### config.mk
export PLATFORM = sky130hd
export DESIGN_NAME = uart_rx_axis_fifo
export DESIGN_NICKNAME = d
export VERILOG_FILES = /design/src/rtl/uart_rx_axis_fifo.sv
export SDC_FILE = /design/constraint.sdc
export NUM_CORES = 1
export LEC_CHECK = 0
export CORE_ASPECT_RATIO = 2
export CORE_MARGIN = 5
export CORE_UTILIZATION = 40
export CTS_CLUSTER_SIZE = 16
export DETAILED_ROUTE_END_ITERATION = 10
export GPL_TIMING_DRIVEN = 0
export HOLD_SLACK_MARGIN = 0.06
export PLACE_DENSITY = 0.6
export SLEW_MARGIN = 20
export SYNTH_ARGS = -nofsm -noshare
export SYNTH_HDL_FRONTEND = slang
export SYNTH_SLANG_ARGS = --single-unit
### constraint.sdc
create_clock -name clk_i -period 9.7 [get_ports clk_i]
set_clock_uncertainty 0.05 [all_clocks]
set_input_delay 2.425 -clock clk_i [delete_from_list [all_inputs] [get_ports clk_i]]
set_output_delay 2.425 -clock clk_i [all_outputs]
set_load 0.01 [all_outputs]
### src/rtl/uart_rx_axis_fifo.sv
// uart_rx_axis_fifo: oversampling-free UART receiver feeding an AXI-Stream FIFO.
// Optional parity checking is compiled in with macro UART_RX_PARITY_EN.
`default_nettype none

module uart_rx_axis_fifo #(
  parameter int DATA_WIDTH = 8,
  parameter int FIFO_DEPTH = 16,
  parameter int STOP_BITS  = 1,
  parameter int PARITY_ODD = 0
) (
  input  logic                          clk_i,
  input  logic                          rst_n_i,
  input  logic                          rx_i,
  input  logic [16:0]                   baud_div_i,
  output logic [DATA_WIDTH-1:0]         mst_axis_tdata_o,
  output logic                          mst_axis_tvalid_o,
  input  logic                          mst_axis_tready_i,
  output logic [$clog2(FIFO_DEPTH):0]   fifo_level_o,
  output logic                          frame_err_o,
  output logic                          parity_err_o,
  output logic                          overrun_o
);

  localparam int AW = $clog2(FIFO_DEPTH);

  typedef enum logic [2:0] {IDLE, START, DATA, PARITY, STOP} state_t;

  logic                  sync1, sync2, rx_prev;
  state_t                state;
  logic [16:0]           div, cnt;
  logic [3:0]            bit_cnt;
  logic [DATA_WIDTH-1:0] shift, push_data;
  logic                  frame_bad, par_bad, push_req;
  logic                  start_edge, bit_tick, half_tick, stop_fail;

  assign start_edge = rx_prev & ~sync2;
  assign bit_tick   = (cnt == div - 17'd1);
  assign half_tick  = (cnt == (div >> 1) - 17'd1);
  assign stop_fail  = frame_bad | ~sync2;

  always_ff @(posedge clk_i or negedge rst_n_i) begin
    if (!rst_n_i) begin
      sync1   <= 1'b1;
      sync2   <= 1'b1;
      rx_prev <= 1'b1;
    end else begin
      sync1   <= rx_i;
      sync2   <= sync1;
      rx_prev <= sync2;
    end
  end

`ifdef UART_RX_PARITY_EN
  localparam logic ODD_BIT = (PARITY_ODD != 0);
`else
  logic unused_parity_cfg;
  assign unused_parity_cfg = (PARITY_ODD != 0);
  assign par_bad      = 1'b0;
  assign parity_err_o = 1'b0;
`endif

  always_ff @(posedge clk_i or negedge rst_n_i) begin
    if (!rst_n_i) begin
      state       <= IDLE;
      div         <= 17'd4;
      cnt         <= '0;
      bit_cnt     <= '0;
      shift       <= '0;
      push_data   <= '0;
      frame_bad   <= 1'b0;
      push_req    <= 1'b0;
      frame_err_o <= 1'b0;
`ifdef UART_RX_PARITY_EN
      par_bad      <= 1'b0;
      parity_err_o <= 1'b0;
`endif
    end else begin
      push_req    <= 1'b0;
      frame_err_o <= 1'b0;
`ifdef UART_RX_PARITY_EN
      parity_err_o <= 1'b0;
`endif
      case (state)
        IDLE: begin
          if (start_edge) begin
            state <= START;
            div   <= (baud_div_i < 17'd4) ? 17'd4 : baud_div_i;
            cnt   <= '0;
          end
        end
        START: begin
          if (half_tick) begin
            cnt       <= '0;
            bit_cnt   <= '0;
            frame_bad <= 1'b0;
`ifdef UART_RX_PARITY_EN
            par_bad   <= 1'b0;
`endif
            // A line already back high at mid-start is a glitch, not a frame
            state     <= sync2 ? IDLE : DATA;
          end else begin
            cnt <= cnt + 17'd1;
          end
        end
        DATA: begin
          if (bit_tick) begin
            cnt   <= '0;
            shift <= {sync2, shift[DATA_WIDTH-1:1]};
            if (bit_cnt == 4'(DATA_WIDTH - 1)) begin
              bit_cnt <= '0;
`ifdef UART_RX_PARITY_EN
              state   <= PARITY;
`else
              state   <= STOP;
`endif
            end else begin
              bit_cnt <= bit_cnt + 4'd1;
            end
          end else begin
            cnt <= cnt + 17'd1;
          end
        end
`ifdef UART_RX_PARITY_EN
        PARITY: begin
          if (bit_tick) begin
            cnt     <= '0;
            par_bad <= sync2 ^ (^shift) ^ ODD_BIT;
            state   <= STOP;
          end else begin
            cnt <= cnt + 17'd1;
          end
        end
`endif
        STOP: begin
          if (bit_tick) begin
            cnt       <= '0;
            frame_bad <= stop_fail;
            if (bit_cnt == 4'(STOP_BITS - 1)) begin
              state       <= IDLE;
              push_req    <= ~stop_fail & ~par_bad;
              push_data   <= shift;
              frame_err_o <= stop_fail;
`ifdef UART_RX_PARITY_EN
              parity_err_o <= par_bad;
`endif
            end else begin
              bit_cnt <= bit_cnt + 4'd1;
            end
          end else begin
            cnt <= cnt + 17'd1;
          end
        end
        default: state <= IDLE;
      endcase
    end
  end

  logic [DATA_WIDTH-1:0] mem [FIFO_DEPTH];
  logic [AW-1:0]         wptr, rptr;
  logic                  full, pop, push;

  assign full              = (fifo_level_o == (AW+1)'(FIFO_DEPTH));
  assign pop               = mst_axis_tvalid_o & mst_axis_tready_i;
  // When full, a simultaneous pop frees the head slot that the write reuses
  assign push              = push_req & (~full | pop);
  assign mst_axis_tvalid_o = (fifo_level_o != '0);
  assign mst_axis_tdata_o  = mem[rptr];

  always_ff @(posedge clk_i or negedge rst_n_i) begin
    if (!rst_n_i) begin
      wptr         <= '0;
      rptr         <= '0;
      fifo_level_o <= '0;
      overrun_o    <= 1'b0;
      for (int i = 0; i < FIFO_DEPTH; i++) mem[i] <= '0;
    end else begin
      overrun_o <= push_req & full & ~pop;
      if (push) begin
        mem[wptr] <= push_data;
        wptr      <= wptr + AW'(1);
      end
      if (pop) rptr <= rptr + AW'(1);
      if (push && !pop)      fifo_level_o <= fifo_level_o + (AW+1)'(1);
      else if (!push && pop) fifo_level_o <= fifo_level_o - (AW+1)'(1);
    end
  end

endmodule

`default_nettype wire
==> results_dict.tcl <==
set metrics [dict create \
    worst-setup-path-type "reg -> out" \
    rr_endpoint "cnt[5]" \
    drtIter0Drc 290 \
    crit_end "mst_axis_tdata_o[7]" \
    gr-total-overflow 0 \
    ios 38 \
    ys_seq_elements 205 \
    worstPathArrival_ns 3.77 \
    timing.reg2reg.setup_slack_ns 5.77 \
    crit_chain "clkbuf_1 > buf_1 > mux4_2 > mux4_2 > clkdlybuf4s50_1" \
    status "complete, no violations" \
    placed_cell_area_um2 11520 \
    clock.fmax_mhz 160.1 \
    clk_pin_slew_ns 0.06 \
    ys_seq_area_share_pct 48.13 \
    fin_area_um2 12240 \
    p_total_w 0.002343 \
    ir_drop_mv 0.1682 \
    grt_max_degree 93 \
    synth_top_area_cell "dfrtp_1" \
    power_leakage_nw 5.526 \
    slowest_delay_ns 0.80 \
    startpoint_type "flop" \
    vias 6987 \
    remaining_drc_errors 0 \
    setup_tns_ns 0 \
    vias_per_cell 5.387 \
    syn_inst 878 \
    hold_path_class "reg -> reg" \
    root_buffer "clkbuf_16" \
    clockBufferDepth 3 \
    gr-usage-all-layers_pct 16.67 \
    worstReg2RegStart "div[1]" \
    yosys_warnings 0 \
    synth.most_common_cell "dfrtp_1" \
    synthFlopType "dfrtp_1" \
    cp_max_fo 10 \
    hold_buffers 0 \
    htreeDepth 1 \
    postSynthAreaPerCell_um2 12.15 \
    synth.distinct_cells 72 \
    die_w_um 125.5 \
    pre_cts_slack_ns 3.863 \
    synth-edff-count 0 \
    fp.coreArea_um2 26280 \
    wl_per_cell_um 19.13 \
    syn2layout_area_growth_pct 14.76 \
    worst_slack_ns 3.454 \
    power.density_nw_per_um2 191.3 \
    clk_latency_ns 0.50 \
    dp_hpwl_um 18910 \
    synth.area.top_cells "dfrtp_1 (47%), mux2_2 (14%), mux4_2 (8.4%)" \
    drv_slew 0 \
    fp-row-count 84 \
    crit_start "rptr[0]" \
    die_area_um2 30240 \
    cts_setup_buffers 0 \
    grt_pass1_wl_um 40170 \
    ff2ff_path_depth 11 \
    insertedDiodeCount 0 \
    antenna_left 0 \
    synth.top_cell.area_share_pct 47.14 \
    worstMarginPinSlew_ns 0.9979 \
    die_h_um 241.0 \
    setup_viol 0 \
    start_util_pct 40.60 \
    gp_congestion 0.8859 \
    final_nets 975 \
    grt_pass1_vias 7367 \
    cts_tree "yes" \
    endpoint_kind "output port" \
    synth_common_cells "dfrtp_1 (201), mux2_2 (137), nand2_1 (93)" \
    final_hold_viol_count 0 \
    antenna_found_initial 0 \
    syn_nets 914 \
    rsz0062_at_grt "false" \
    ctsResizeCount 0 \
    portBuffers 36 \
    post-route-min-period_ns 6.246 \
    cts.sinks 205 \
    async_reset_ff_share_pct 100.0 \
    wl_um 24810 \
    max_cap_violations 0 \
    drtPass1Iterations 4 \
    cp.required_ns 7.23 \
    cp_slowest_cell "buf_1" \
    holdWs_ns 0.3053 \
    timing.final.crit_share_pct 64.40 \
    drive_gt1_share_pct 26.23 \
    relSlewSlack_pct 33.47 \
    cts_buffers 21 \
    cpMostUsedCell "mux4_2" \
    synth_area_um2 10670 \
]
metrics by stage:
step                std cells  util, %
finish                   1297    46.60
global route             1297    46.60
CTS                      1297    46.60
detailed placement       1260    43.84
global placement         1258    43.61
floorplan                 878        -
report_power, final:
part,internal [W],total [W],switching (W)
sequential,0.000905,0.000952,0.0000469
combinational,0.000210,0.000539,0.000330
clock,0.000504,0.000852,0.000347
total,0.00162,0.00234,0.000724
cell families after synthesis:
| logic type | Yosys count | synth area share, % |
|---|---|---|
| AO/OA/AOI/OAI | 95 | 5.618 |
| XOR/XNOR | 55 | 4.515 |
| adder cells (fa/ha/maj) | 15 | 1.830 |
| buffers and inverters | 75 | 3.026 |
| flip-flops | 205 | 48.13 |
| multiplexers | 188 | 24.03 |
| other | 1 | 0.03515 |
| AND/OR/NAND/NOR | 244 | 12.82 |
sequential cells by signal, summed over array words and instances (netlist names), 3 cells and up:
register / cells
state: 3
div: 17
wptr: 4
shift: 8
bit_cnt: 4
fifo_level_o: 5
push_data: 8
mem: 128
rptr: 4
cnt: 17
worst max-delay path: cells and delay by family (launching register included):
| kind | cells | cell delay (ns) |
|---|---|---|
| buf+inv | 3 | 1.77 |
| flops | 1 | 0.35 |
| mux | 2 | 1.13 |
routing by layer:
metal	up-vias	wire length, um	GRT usage (%)
met5	-	0	0
met4	0	1217	8.289
met3	63	704	1.838
met2	137	14500	33.78
met1	3496	8389	16.33
li1	3291	-	-
layout by cell type (no fill, tap or decap), types with 4 or more instances in the layout:
cell and count:
inv_1 19, or3_1 4, nor4_4 4, dfrtp_1 201, mux2_1 8, and3_1 13
a31oi_1 4, o21ai_1 11, or4_1 5, dfstp_2 4, nor3_1 4, a21oi_1 20
nand3_1 20, o22ai_1 9, o21a_1 5, o21ai_0 17, clkinv_2 4, nand4_1 10
xor2_1 26, mux4_2 40, buf_4 4, a21o_1 4, nand2b_1 18, ha_1 14
nand2_1 93, clkdlybuf4s50_1 35, mux2_2 137, buf_1 8, clkbuf_16 21, nor4_1 9
xnor2_1 29, nor2_1 26, nor2b_1 7, o31ai_1 4, clkbuf_1 39
worst min-delay path by stage:
| stage | start | end | slack, ns | cells past startpoint |
|---|---|---|---|---|
| 2_1_floorplan | sync1 | sync2 | 0.30 | 0 |
| 3_3_place_gp | sync1 | sync2 | 0.30 | 0 |
| 3_5_place_dp | sync1 | sync2 | 0.30 | 0 |
| 4_1_cts | sync1 | sync2 | 0.31 | 0 |
| 5_1_grt | sync1 | sync2 | 0.31 | 0 |
| 6_report | sync1 | sync2 | 0.31 | 0 |
layout make-up:
cell class                 count  area (um^2)
buffer                        56        251.5
sequential                   205         5135
tap                          344        430.4
clock inverter                12        153.9
multi-input combinational    598         5211
clock buffer                  25        570.5
fill                        2446        14030
inverter                      19        71.32
timing repair buffer          38        420.4
Power figures use the tool's default switching activity.
